### config.mk
export PLATFORM = sky130hd
export DESIGN_NAME = instr_mem_loader
export DESIGN_NICKNAME = d
export VERILOG_FILES = /design/src/rtl/instr_loader_pkg.sv /design/src/rtl/loader_byte_packer.sv /design/src/rtl/instr_mem_loader.sv
export SDC_FILE = /design/constraint.sdc
export NUM_CORES = 1
export LEC_CHECK = 0
export BUFFER_PORTS_ARGS = -buffer_cell sky130_fd_sc_hd__buf_4
export CAP_MARGIN = 30
export CORE_MARGIN = 2
export CORE_UTILIZATION = 35
export DETAILED_ROUTE_END_ITERATION = 8
export GPL_TIMING_DRIVEN = 1
export PLACE_DENSITY = 0.5
export SLEW_MARGIN = 25
export SYNTH_ARGS = -nofsm -noshare
export SYNTH_HDL_FRONTEND = slang
export SYNTH_SLANG_ARGS = --single-unit
export TNS_END_PERCENT = 20
### constraint.sdc
create_clock -name clk_i -period 3.63 [get_ports clk_i]
set_input_delay 0.726 -clock clk_i [delete_from_list [all_inputs] [get_ports clk_i]]
set_output_delay 0.726 -clock clk_i [all_outputs]
set_load 0.01 [all_outputs]
### src/rtl/instr_loader_pkg.sv
// Shared constants for the boot-time instruction memory loader.
package instr_loader_pkg;

    localparam int unsigned LANE_W     = 8;
    localparam int unsigned WORD_W     = 32;
    localparam int unsigned LEN_W      = 32;
    localparam int unsigned LANE_CNT_W = 2;
    localparam int unsigned ST_W       = 3;

    localparam logic [ST_W-1:0] ST_LEN   = 3'd0;
    localparam logic [ST_W-1:0] ST_DATA  = 3'd1;
    localparam logic [ST_W-1:0] ST_WRITE = 3'd2;
    localparam logic [ST_W-1:0] ST_CSUM  = 3'd3;
    localparam logic [ST_W-1:0] ST_DONE  = 3'd4;
    localparam logic [ST_W-1:0] ST_ERR   = 3'd5;

endpackage

### src/rtl/loader_byte_packer.sv
// Packs little-endian bytes into 32-bit words and keeps a running XOR of every byte seen.
module loader_byte_packer
    import instr_loader_pkg::*;
(
    input  logic              clk_i,
    input  logic              rst_ni,
    input  logic              clear,
    input  logic              byte_valid,
    input  logic [LANE_W-1:0] byte_data,
    output logic [WORD_W-1:0] word_c,
    output logic              word_done_c,
    output logic [LANE_W-1:0] csum
);

    logic [LANE_CNT_W-1:0] lane_q;
    logic [WORD_W-1:0]     word_q;

    // word_c already contains the byte being accepted, so the 4th byte is usable in the same cycle
    always_comb begin
        word_c = word_q;
        word_c[{lane_q, 3'b000} +: LANE_W] = byte_data;
        word_done_c = byte_valid && (lane_q == LANE_CNT_W'(3));
    end

    always_ff @(posedge clk_i or negedge rst_ni) begin
        if (!rst_ni) begin
            lane_q <= '0;
            word_q <= '0;
            csum   <= '0;
        end else if (clear) begin
            lane_q <= '0;
            word_q <= '0;
            csum   <= '0;
        end else if (byte_valid) begin
            lane_q <= lane_q + LANE_CNT_W'(1);
            word_q <= word_c;
            csum   <= csum ^ byte_data;
        end
    end

endmodule

### src/rtl/instr_mem_loader.sv
// Boot loader: receives a length/payload/checksum byte frame, writes instruction words
// sequentially from BASE_ADDR and releases the core reset only after a verified load.
module instr_mem_loader
    import instr_loader_pkg::*;
#(
    parameter logic [31:0] BASE_ADDR = 32'h0000_0000,
    parameter int unsigned MAX_WORDS = 16384,
    parameter int unsigned TIMEOUT   = 1_000_000
)
(
    input  logic        clk_i,
    input  logic        rst_ni,
    input  logic [7:0]  rx_data_i,
    input  logic        rx_valid_i,
    output logic        rx_ready_o,
    input  logic        start_i,
    output logic [31:0] mem_waddr_o,
    output logic [31:0] mem_wdata_o,
    output logic        mem_we_o,
    output logic        core_rst_o,
    output logic        busy_o,
    output logic        done_o,
    output logic        err_o
);

    logic [ST_W-1:0]       state_q, state_d;
    logic [LANE_CNT_W-1:0] len_cnt_q, len_cnt_d;
    logic [LEN_W-1:0]      len_q, len_d;
    logic [31:0]           idx_q, idx_d;
    logic [31:0]           idle_q, idle_d;
    logic [31:0]           waddr_d, wdata_d;
    logic                  rx_ready_d, mem_we_d, core_rst_d, busy_d, done_d, err_d;
    logic                  idle_run;

    logic                  accept_c;
    logic                  pk_clear_c;
    logic                  pk_valid_c;
    logic [WORD_W-1:0]     pk_word_c;
    logic                  pk_done_c;
    logic [LANE_W-1:0]     pk_csum;

    assign accept_c   = rx_valid_i && rx_ready_o;
    assign pk_clear_c = (state_q == ST_LEN);
    assign pk_valid_c = accept_c && (state_q == ST_DATA);

    loader_byte_packer u_packer (
        .clk_i       (clk_i),
        .rst_ni      (rst_ni),
        .clear       (pk_clear_c),
        .byte_valid  (pk_valid_c),
        .byte_data   (rx_data_i),
        .word_c      (pk_word_c),
        .word_done_c (pk_done_c),
        .csum        (pk_csum)
    );

    // Next-state logic; outputs are decoded from the next state and registered below
    always_comb begin
        state_d   = state_q;
        len_cnt_d = len_cnt_q;
        len_d     = len_q;
        idx_d     = idx_q;
        waddr_d   = mem_waddr_o;
        wdata_d   = mem_wdata_o;
        idle_run  = 1'b0;

        case (state_q)
            ST_LEN: begin
                if (accept_c) begin
                    len_d[{len_cnt_q, 3'b000} +: LANE_W] = rx_data_i;
                    len_cnt_d = len_cnt_q + LANE_CNT_W'(1);
                    if (len_cnt_q == LANE_CNT_W'(3)) begin
                        idx_d = '0;
                        if (len_d == '0 || len_d > 32'(MAX_WORDS)) state_d = ST_ERR;
                        else                                      state_d = ST_DATA;
                    end
                end else begin
                    idle_run = (len_cnt_q != '0);
                end
            end
            ST_DATA: begin
                idle_run = !accept_c;
                if (pk_done_c) begin
                    state_d = ST_WRITE;
                    waddr_d = BASE_ADDR + (idx_q << 2);
                    wdata_d = pk_word_c;
                end
            end
            ST_WRITE: begin
                idx_d   = idx_q + 32'd1;
                state_d = (idx_q == len_q - 32'd1) ? ST_CSUM : ST_DATA;
            end
            ST_CSUM: begin
                if (accept_c) state_d = (rx_data_i == pk_csum) ? ST_DONE : ST_ERR;
                else          idle_run = 1'b1;
            end
            ST_DONE, ST_ERR: begin
                if (start_i) begin
                    state_d   = ST_LEN;
                    len_cnt_d = '0;
                    len_d     = '0;
                    idx_d     = '0;
                end
            end
            default: state_d = ST_ERR;
        endcase

        idle_d = idle_run ? idle_q + 32'd1 : 32'd0;
        if (TIMEOUT != 0 && idle_run && idle_d == 32'(TIMEOUT)) state_d = ST_ERR;

        rx_ready_d = (state_d == ST_LEN) || (state_d == ST_DATA) || (state_d == ST_CSUM);
        mem_we_d   = (state_d == ST_WRITE);
        core_rst_d = (state_d != ST_DONE);
        done_d     = (state_d == ST_DONE);
        err_d      = (state_d == ST_ERR);
        busy_d     = (state_d == ST_LEN && len_cnt_d != '0) || (state_d == ST_DATA)
                  || (state_d == ST_WRITE) || (state_d == ST_CSUM);
    end

    always_ff @(posedge clk_i or negedge rst_ni) begin
        if (!rst_ni) begin
            state_q     <= ST_LEN;
            len_cnt_q   <= '0;
            len_q       <= '0;
            idx_q       <= '0;
            idle_q      <= '0;
            rx_ready_o  <= 1'b1;
            mem_we_o    <= 1'b0;
            mem_waddr_o <= BASE_ADDR;
            mem_wdata_o <= '0;
            core_rst_o  <= 1'b1;
            busy_o      <= 1'b0;
            done_o      <= 1'b0;
            err_o       <= 1'b0;
        end else begin
            state_q     <= state_d;
            len_cnt_q   <= len_cnt_d;
            len_q       <= len_d;
            idx_q       <= idx_d;
            idle_q      <= idle_d;
            rx_ready_o  <= rx_ready_d;
            mem_we_o    <= mem_we_d;
            mem_waddr_o <= waddr_d;
            mem_wdata_o <= wdata_d;
            core_rst_o  <= core_rst_d;
            busy_o      <= busy_d;
            done_o      <= done_d;
            err_o       <= err_d;
        end
    end

endmodule

==> impl_results.md, run 1 <==
- DIE AREA: 31800 um^2
- Max FO, Critical Path: 10
- Gr usage total: 17.4%
- Die Y: 178 um
- Slew headroom: 38.2%
- Final wirelength: 27100 um
- Placer Congestion: 0.856
- Post-route DRC: 0
- Multi-input logic area: 5200 um^2
- Largest cells by area after synthesis: dfrtp_1 (47%), a22o_1 (4.5%), xor2_1 (4.4%), xnor2_1 (4.0%), o21ai_0 (3.8%)
- Core area: 29800 um^2
- Largest family of logic cells by synthesized area: simple AND/OR/NAND/NOR gates
- Fmax: 308 MHz
- Post-CTS setup buffer count: 0
- Ys Warns: 0
- Worst hold-check path type: primary input to asynchronous set/reset pin
- TritonCTS clock tree: done
- Nets: 1179
- Met1 usage: 25.1%
- Via count: 8273
- Worst hold slack: 0.236 ns
- Global-route wire length before repair: 44500 um
- Die Span X: 178 um
- Kind of critical path: register to register
- Wire length per cell: 17.4 um
- Syn avg cell area: 9.67 um^2
- Synth Area in Adders: 1.65%
- Register area share after synthesis: 47.8%
- Largest net degree at the start of global routing: 97
- Synth Instances: 1100
- Drt first pass iters: 5
- Final core utilization: 41.6%
- Synth Area in XOR/XNOR: 8.32%
- Yosys reg bits: 203
- Simple-gate share of the synthesized area: 20.0%
- Floorplan row count: 63
- Cts hold-fix bufs: 0
- Number of synthesized flops with an enable pin: 0
- Worst path required time: 4.09 ns
- Clock slew at reported path FFs: 0.06 ns
- Clk sinks: 203
- Grt total ovfl: 0
- Placed cell count: 1516
- Vias per std cell: 5.31
- FILL cells: 2961
- Arrival time worst endpoint: 3.70 ns
- Starting Density: 35.7%
- Routing usage on met3: 2.28%
- Synth Flop Type: dfrtp_1
- Compound-Gate Fraction of Synth Area: 15.3%
- Sequential cell area: 5080 um^2
- Antenna viol nets, final: 0
- Max Cap Viol: 0
- H-tree Lvls: 1
- Max clock buf depth: 3
- Setup TNS: 0 ns
- Final Cycle Share: 89.5%
- Post-synthesis async set-or-reset flop share: 100%
- Final setup fails: 0
- M2 GR Usage: 27.6%
- Initial antenna violation count: 0
- Post-CTS sizing: 0
- Mapped Area: 10600 um^2
- Leakage power: 5.55 nW
- Root Driver: clkbuf_16
- Maximum resistive drop on vdd: 0.338 mV
- Antenna diodes: 0
- GRT busiest layer: met2
- Iteration-0 DRC Markers: 567
- Post-layout min period: 3.25 ns
- Cell Pwr Density: 794 nW/um^2
- Dpl hpwl: 18400 um
- # IOs: 82
- Area leader, netlist: dfrtp_1
- Worst-margin pin slew: 0.920 ns
- Crit. End Element: register
- Clk Latency, worst-skew pair: 0.54 ns
- Worst Clk Skew: 0.0240 ns
- CP startpoint kind: register
- RSZ-0062 raised after global routing: no
- CTS Buf Count: 24
- Final Hold Fails: 0
- Syn-to-layout area delta: 16.4%
- Slew Viols, Final: 0
- Unique masters post-synth: 78
- Mux contribution to synthesized area: 3.45%
- Top cell type's share of synthesized area: 47.3%
- IO Port Bufs: 79
- Share of cells above drive strength 1: 16.4%
- Non-filler cells, final: 1559
- Vias in the first global route: 8109
- Status: complete, no violations
==> flip-flops by register name (all words and copies together) (netlist names) <==
signal           count
idle_q              32
idx_q               32
len_q               32
mem_wdata_o         32
mem_waddr_o         30
u_packer.word_q     24
u_packer.csum        8
state_q              3
len_cnt_q            2
u_packer.lane_q      2
busy_o               1
core_rst_o           1
done_o               1
err_o                1
mem_we_o             1
rx_ready_o           1
==> placed cells by master, fill, tap and decap left out, types with 29 or more instances in the layout <==
master,n
nor2b_1,30
o21ai_0,81
nor2_1,100
xnor2_1,48
dfrtp_1,201
a22o_1,55
nand3_1,29
xor2_1,53
buf_4,95
a21oi_1,51
mux2_2,29
nand2_1,100
==> synth_stat cells (17+ instances only) <==
library cell / number
nand3_1: 29
xor2_1: 53
nand4_1: 26
a21oi_1: 51
a22o_1: 55
nor2b_1: 30
inv_1: 17
nand2_1: 101
clkbuf_1: 57
o21ai_0: 81
dfrtp_1: 201
nor3_1: 29
xnor2_1: 48
mux2_2: 29
nor2_1: 100
==> power by group <==
| group | switching (mW) | leakage [nW] | internal (mW) |
|---|---|---|---|
| Clock | 0.969 | 0.366 | 1.32 |
| Sequential | 0.550 | 2.80 | 2.65 |
| Combinational | 2.45 | 2.39 | 1.89 |
==> stage by stage <==
stage	area, um^2	total power, mW	setup slack (ns)
after floorplan	10600	6.50	0.822
after global placement	11600	7.55	0.462
after detailed placement	11600	7.57	0.400
after CTS	12400	9.91	0.390
after global routing	12400	10.6	0.201
final	12400	9.83	0.383
==> area by class of cell <==
| cell class | instances | share of cell area, % |
|---|---|---|
| clock buffer | 32 | 5.50 |
| clock inverter | 10 | 0.586 |
| inverter | 18 | 0.546 |
| multi-input combinational | 807 | 42.0 |
| sequential | 203 | 41.0 |
| tap | 390 | 3.94 |
| timing repair buffer | 99 | 6.36 |
==> path summary, 6_finish.rpt <==
| check | start | slack, ns | end | cells past startpoint |
|---|---|---|---|---|
| max | len_q[0] | 0.38 | state_q[1] | 10 |
| min in group clk_i | mem_wdata_o[4] | 0.48 | mem_wdata_o[4] | 2 |
| min | rst_ni | 0.24 | mem_waddr_o[6] | 1 |
| max reg2reg | len_q[0] | 0.38 | state_q[1] | 10 |
| min reg2reg | mem_wdata_o[4] | 0.48 | mem_wdata_o[4] | 2 |
| max in group asynchronous | rst_ni | 2.55 | rx_ready_o | 2 |
==> critical path: stages (launching register included) <==
cell and delay [ns]:
dfrtp_1 0.42, inv_1 0.07, ha_1 0.30, or4b_1 0.67, or3_1 0.56, nor4_2 0.21, xnor2_1 0.15, nand4_1 0.10
nor4_1 0.24, and4_1 0.32, o21a_1 0.14
==> kinds of logic after synthesis <==
logic type                 Yosys count
AOI/OAI and AO/OA                  248
muxes                               33
and+or+nand+nor                    409
xor gates and xnor gates           101
DFF                                203
buffers and inverters               91
adders and majority gates           14
other                                1
==> routing by layer <==
metal / share of wire, % / up-vias
li1: - / 4021
met1: 49 / 4056
met2: 46 / 162
met3: 3.6 / 34
met4: 1.9 / 0
met5: 0 / -
No activity file was read; power rests on OpenSTA's default activity.
==> run 2, diff against run 1 <==
--- a/config.mk
+++ b/config.mk
@@ -10,7 +10,7 @@
 export CORE_MARGIN = 2
 export CORE_UTILIZATION = 35
 export DETAILED_ROUTE_END_ITERATION = 8
-export GPL_TIMING_DRIVEN = 1
+export GPL_TIMING_DRIVEN = 0
 export PLACE_DENSITY = 0.5
 export SLEW_MARGIN = 25
 export SYNTH_ARGS = -nofsm -noshare
==> impl_results.md, run 2 (synthesis results as in run 1) <==
- Status: complete, no violations (unchanged)
- Max Cap Viol: 0 (unchanged)
- Reg-to-Reg End: busy_o (was state_q[1])
- Cts hold-fix bufs: 0 (unchanged)
- Via count: 8458 (was 8273)
- Setup TNS: 0 ns (unchanged)
- Vias in the first global route: 8177 (was 8109)
- # IOs: 82 (unchanged)
- Max clock buf depth: 3 (unchanged)
- Initial antenna violation count: 0 (unchanged)
- M2 GR Usage: 28.6% (was 27.6%)
- Iteration-0 DRC Markers: 486 (was 567)
- Cells on worst reg2reg path: 10 (unchanged)
- Core area: 29800 um^2 (unchanged)
- Final Hold Fails: 0 (unchanged)
- Seq pwr share: 31.0% (was 32.6%)
- Largest net degree at the start of global routing: 71 (was 97)
- Clock power frac: 24.2% (was 23.3%)
- DIE AREA: 31800 um^2 (unchanged)
- Sw frac: 40.3% (was 40.4%)
- Crit. End Element: register (unchanged)
- Final Cycle Share: 91.2% (was 89.5%)
- Post-layout min period: 3.31 ns (was 3.25 ns)
- Total stage count of the critical path: 10 (unchanged)
- Critical-path cell list: inv_1 > ha_1 > o21ba_2 > or3_1 > clkbuf_1 > a2111o_1 > a2111oi_0 > nand4_1 > and2_4 > o41a_1 (was inv_1 > ha_1 > or4b_1 > or3_1 > nor4_2 > xnor2_1 > nand4_1 > nor4_1 > and4_1 > o21a_1)
- Die Span X: 178 um (unchanged)
- Worst R2R Setup Slack: 0.32 ns (was 0.38 ns)
- CP startpoint kind: register (unchanged)
- Fmax: 302 MHz (was 308 MHz)
- Comb pwr share: 44.9% (was 44.2%)
- Drt first pass iters: 5 (unchanged)
- Worst hold-check path type: primary input to asynchronous set/reset pin (unchanged)
- Family with the most delay on the worst path: compound AO/OA/AOI/OAI gates (was simple AND/OR/NAND/NOR gates)
- Dpl hpwl: 20000 um (was 18400 um)
- Reg2Reg Launch Point: len_cnt_q[0] (was len_q[0])
- Antenna diodes: 0 (unchanged)
- Most common cell after layout, fill and taps aside: dfrtp_1 (unchanged)
- Critical path buffers and inverters: 2 (was 1)
- Worst path required time: 4.00 ns (was 4.09 ns)
- Slew headroom: 35.0% (was 38.2%)
- Vias per std cell: 5.27 (was 5.31)
- GRT busiest layer: met2 (unchanged)
- Gr usage total: 18.3% (was 17.4%)
- RSZ-0062 raised after global routing: no (unchanged)
- Clk sinks: 203 (unchanged)
- Starting Density: 35.7% (unchanged)
- Kind of critical path: register to register (unchanged)
- CTS Buf Count: 24 (unchanged)
- Met1 usage: 27.0% (was 25.1%)
- Clk Latency, worst-skew pair: 0.54 ns (about the same)
- Routing usage on met3: 2.11% (was 2.28%)
- Clock slew at reported path FFs: 0.06 ns (about the same)
- Post-route DRC: 0 (unchanged)
- Global-route wire length before repair: 46200 um (was 44500 um)
- Worst hold slack: 0.150 ns (was 0.236 ns)
- Arrival time worst endpoint: 3.68 ns (was 3.70 ns)
- Final setup fails: 0 (unchanged)
- Final wirelength: 28400 um (was 27100 um)
- Psw: 4.09 mW (was 3.97 mW)
- Share of cells above drive strength 1: 14.9% (was 16.4%)
- Antenna viol nets, final: 0 (unchanged)
- Maximum resistive drop on vdd: 0.345 mV (was 0.338 mV)
- Worst-margin pin slew: 0.967 ns (was 0.920 ns)
- Worst Setup EP: busy_o (was state_q[1])
- Grt total ovfl: 0 (unchanged)
- Leakage power: 5.58 nW (was 5.55 nW)
- Crit. Startpoint: len_cnt_q[0] (was len_q[0])
- Commonest non-fill, non-tap cells in the layout: dfrtp_1 (201), nand2_1 (101), nor2_1 (100) (was dfrtp_1 (201), nand2_1 (100), nor2_1 (100))
- Internal Power: 6.06 mW (was 5.86 mW)
- Placer Congestion: 0.839 (was 0.856)
- Wire length per cell: 17.7 um (was 17.4 um)
- Die Y: 178 um (unchanged)
- Worst Clk Skew: 0.0317 ns (was 0.0240 ns)
- H-tree Lvls: 1 (unchanged)
- Slew Viols, Final: 0 (unchanged)
- Max FO, Critical Path: 10 (unchanged)
- Cell Pwr Density: 808 nW/um^2 (was 794 nW/um^2)
- Root Driver: clkbuf_16 (unchanged)
- CP max stage delay: 0.52 ns (was 0.67 ns)
- Floorplan row count: 63 (unchanged)
- Nets: 1226 (was 1179)
- TritonCTS clock tree: done (unchanged)
- Worst path slowest cell: dfrtp_1 (was or4b_1)
- IO Port Bufs: 71 (was 79)
- Syn-to-layout area delta: 18.0% (was 16.4%)
run 2: cell count changes in the layout (fill, tap and decap cells not counted), moves of 3 or more:
cell / before / now
buf_2: 0 / 8
bufinv_16: 0 / 3
clkbuf_1: 3 / 59
buf_4: 95 / 72
clkinv_2: 5 / 8
clkbuf_8: 6 / 3
buf_1: 0 / 5
buf_12: 3 / 0
run 2: repair_timing:
action | in CTS | in global routing
endpoints found under the setup margin | 0 | 1
gates resized for setup | 0 | 1
buffers inserted | 0 | 0
run 2: cell type report:
type                       instances  area (um^2)
clock buffer                      29          649
clock inverter                    13          154
multi-input combinational        807         5220
fill                            2966        17200
tap                              390          488
timing repair buffer              73          596
sequential                       203         5080
buffer                            73          299
inverter                          18         67.6
run 2: power groups by stage:
stage / sequential, mW / clock, mW / combinational [mW]
after floorplan: 3.07 / 0 / 3.43
after global routing: 3.22 / 2.63 / 5.10
after CTS: 3.14 / 2.54 / 4.57
after detailed placement: 3.17 / 0 / 4.55
after global placement: 3.16 / 0 / 4.50
final: 3.14 / 2.45 / 4.55
run 2: worst register-to-register path, stage by stage (launching register included):
cell,delay [ns]
dfrtp_1,0.52
inv_1,0.15
ha_1,0.32
o21ba_2,0.27
or3_1,0.30
clkbuf_1,0.23
a2111o_1,0.37
a2111oi_0,0.35
nand4_1,0.28
and2_4,0.23
o41a_1,0.14
run 2: routing by layer:
metal	up-vias	wire (um)
met1	4157	14000
met5	-	0
met3	33	1020
met4	0	499
met2	149	12900
li1	4119	-
run 2: how the worst min path moves through the flow:
stage / endpoint / slack (ns) / depth (start not counted)
6_report: mem_waddr_o[6] / 0.15 / 1
5_1_grt: idx_q[9] / 0.19 / 1
4_1_cts: idx_q[9] / 0.16 / 1
3_5_place_dp: u_packer.word_q[15] / 0.47 / 1
3_3_place_gp: mem_wdata_o[0] / 0.47 / 2
2_1_floorplan: busy_o / 0.43 / 0
run 2: metrics by stage:
stage,power [mW],worst slack [ns],cells,area [um^2],utilization [%]
after floorplan,6.50,0.822,1101,10600,-
after global placement,7.67,0.264,1562,11700,39.1
after detailed placement,7.72,0.285,1564,11700,39.4
after CTS,10.2,0.245,1606,12500,42.1
after global routing,10.9,0.0567,1606,12600,42.1
final,10.1,0.321,1606,12600,42.1
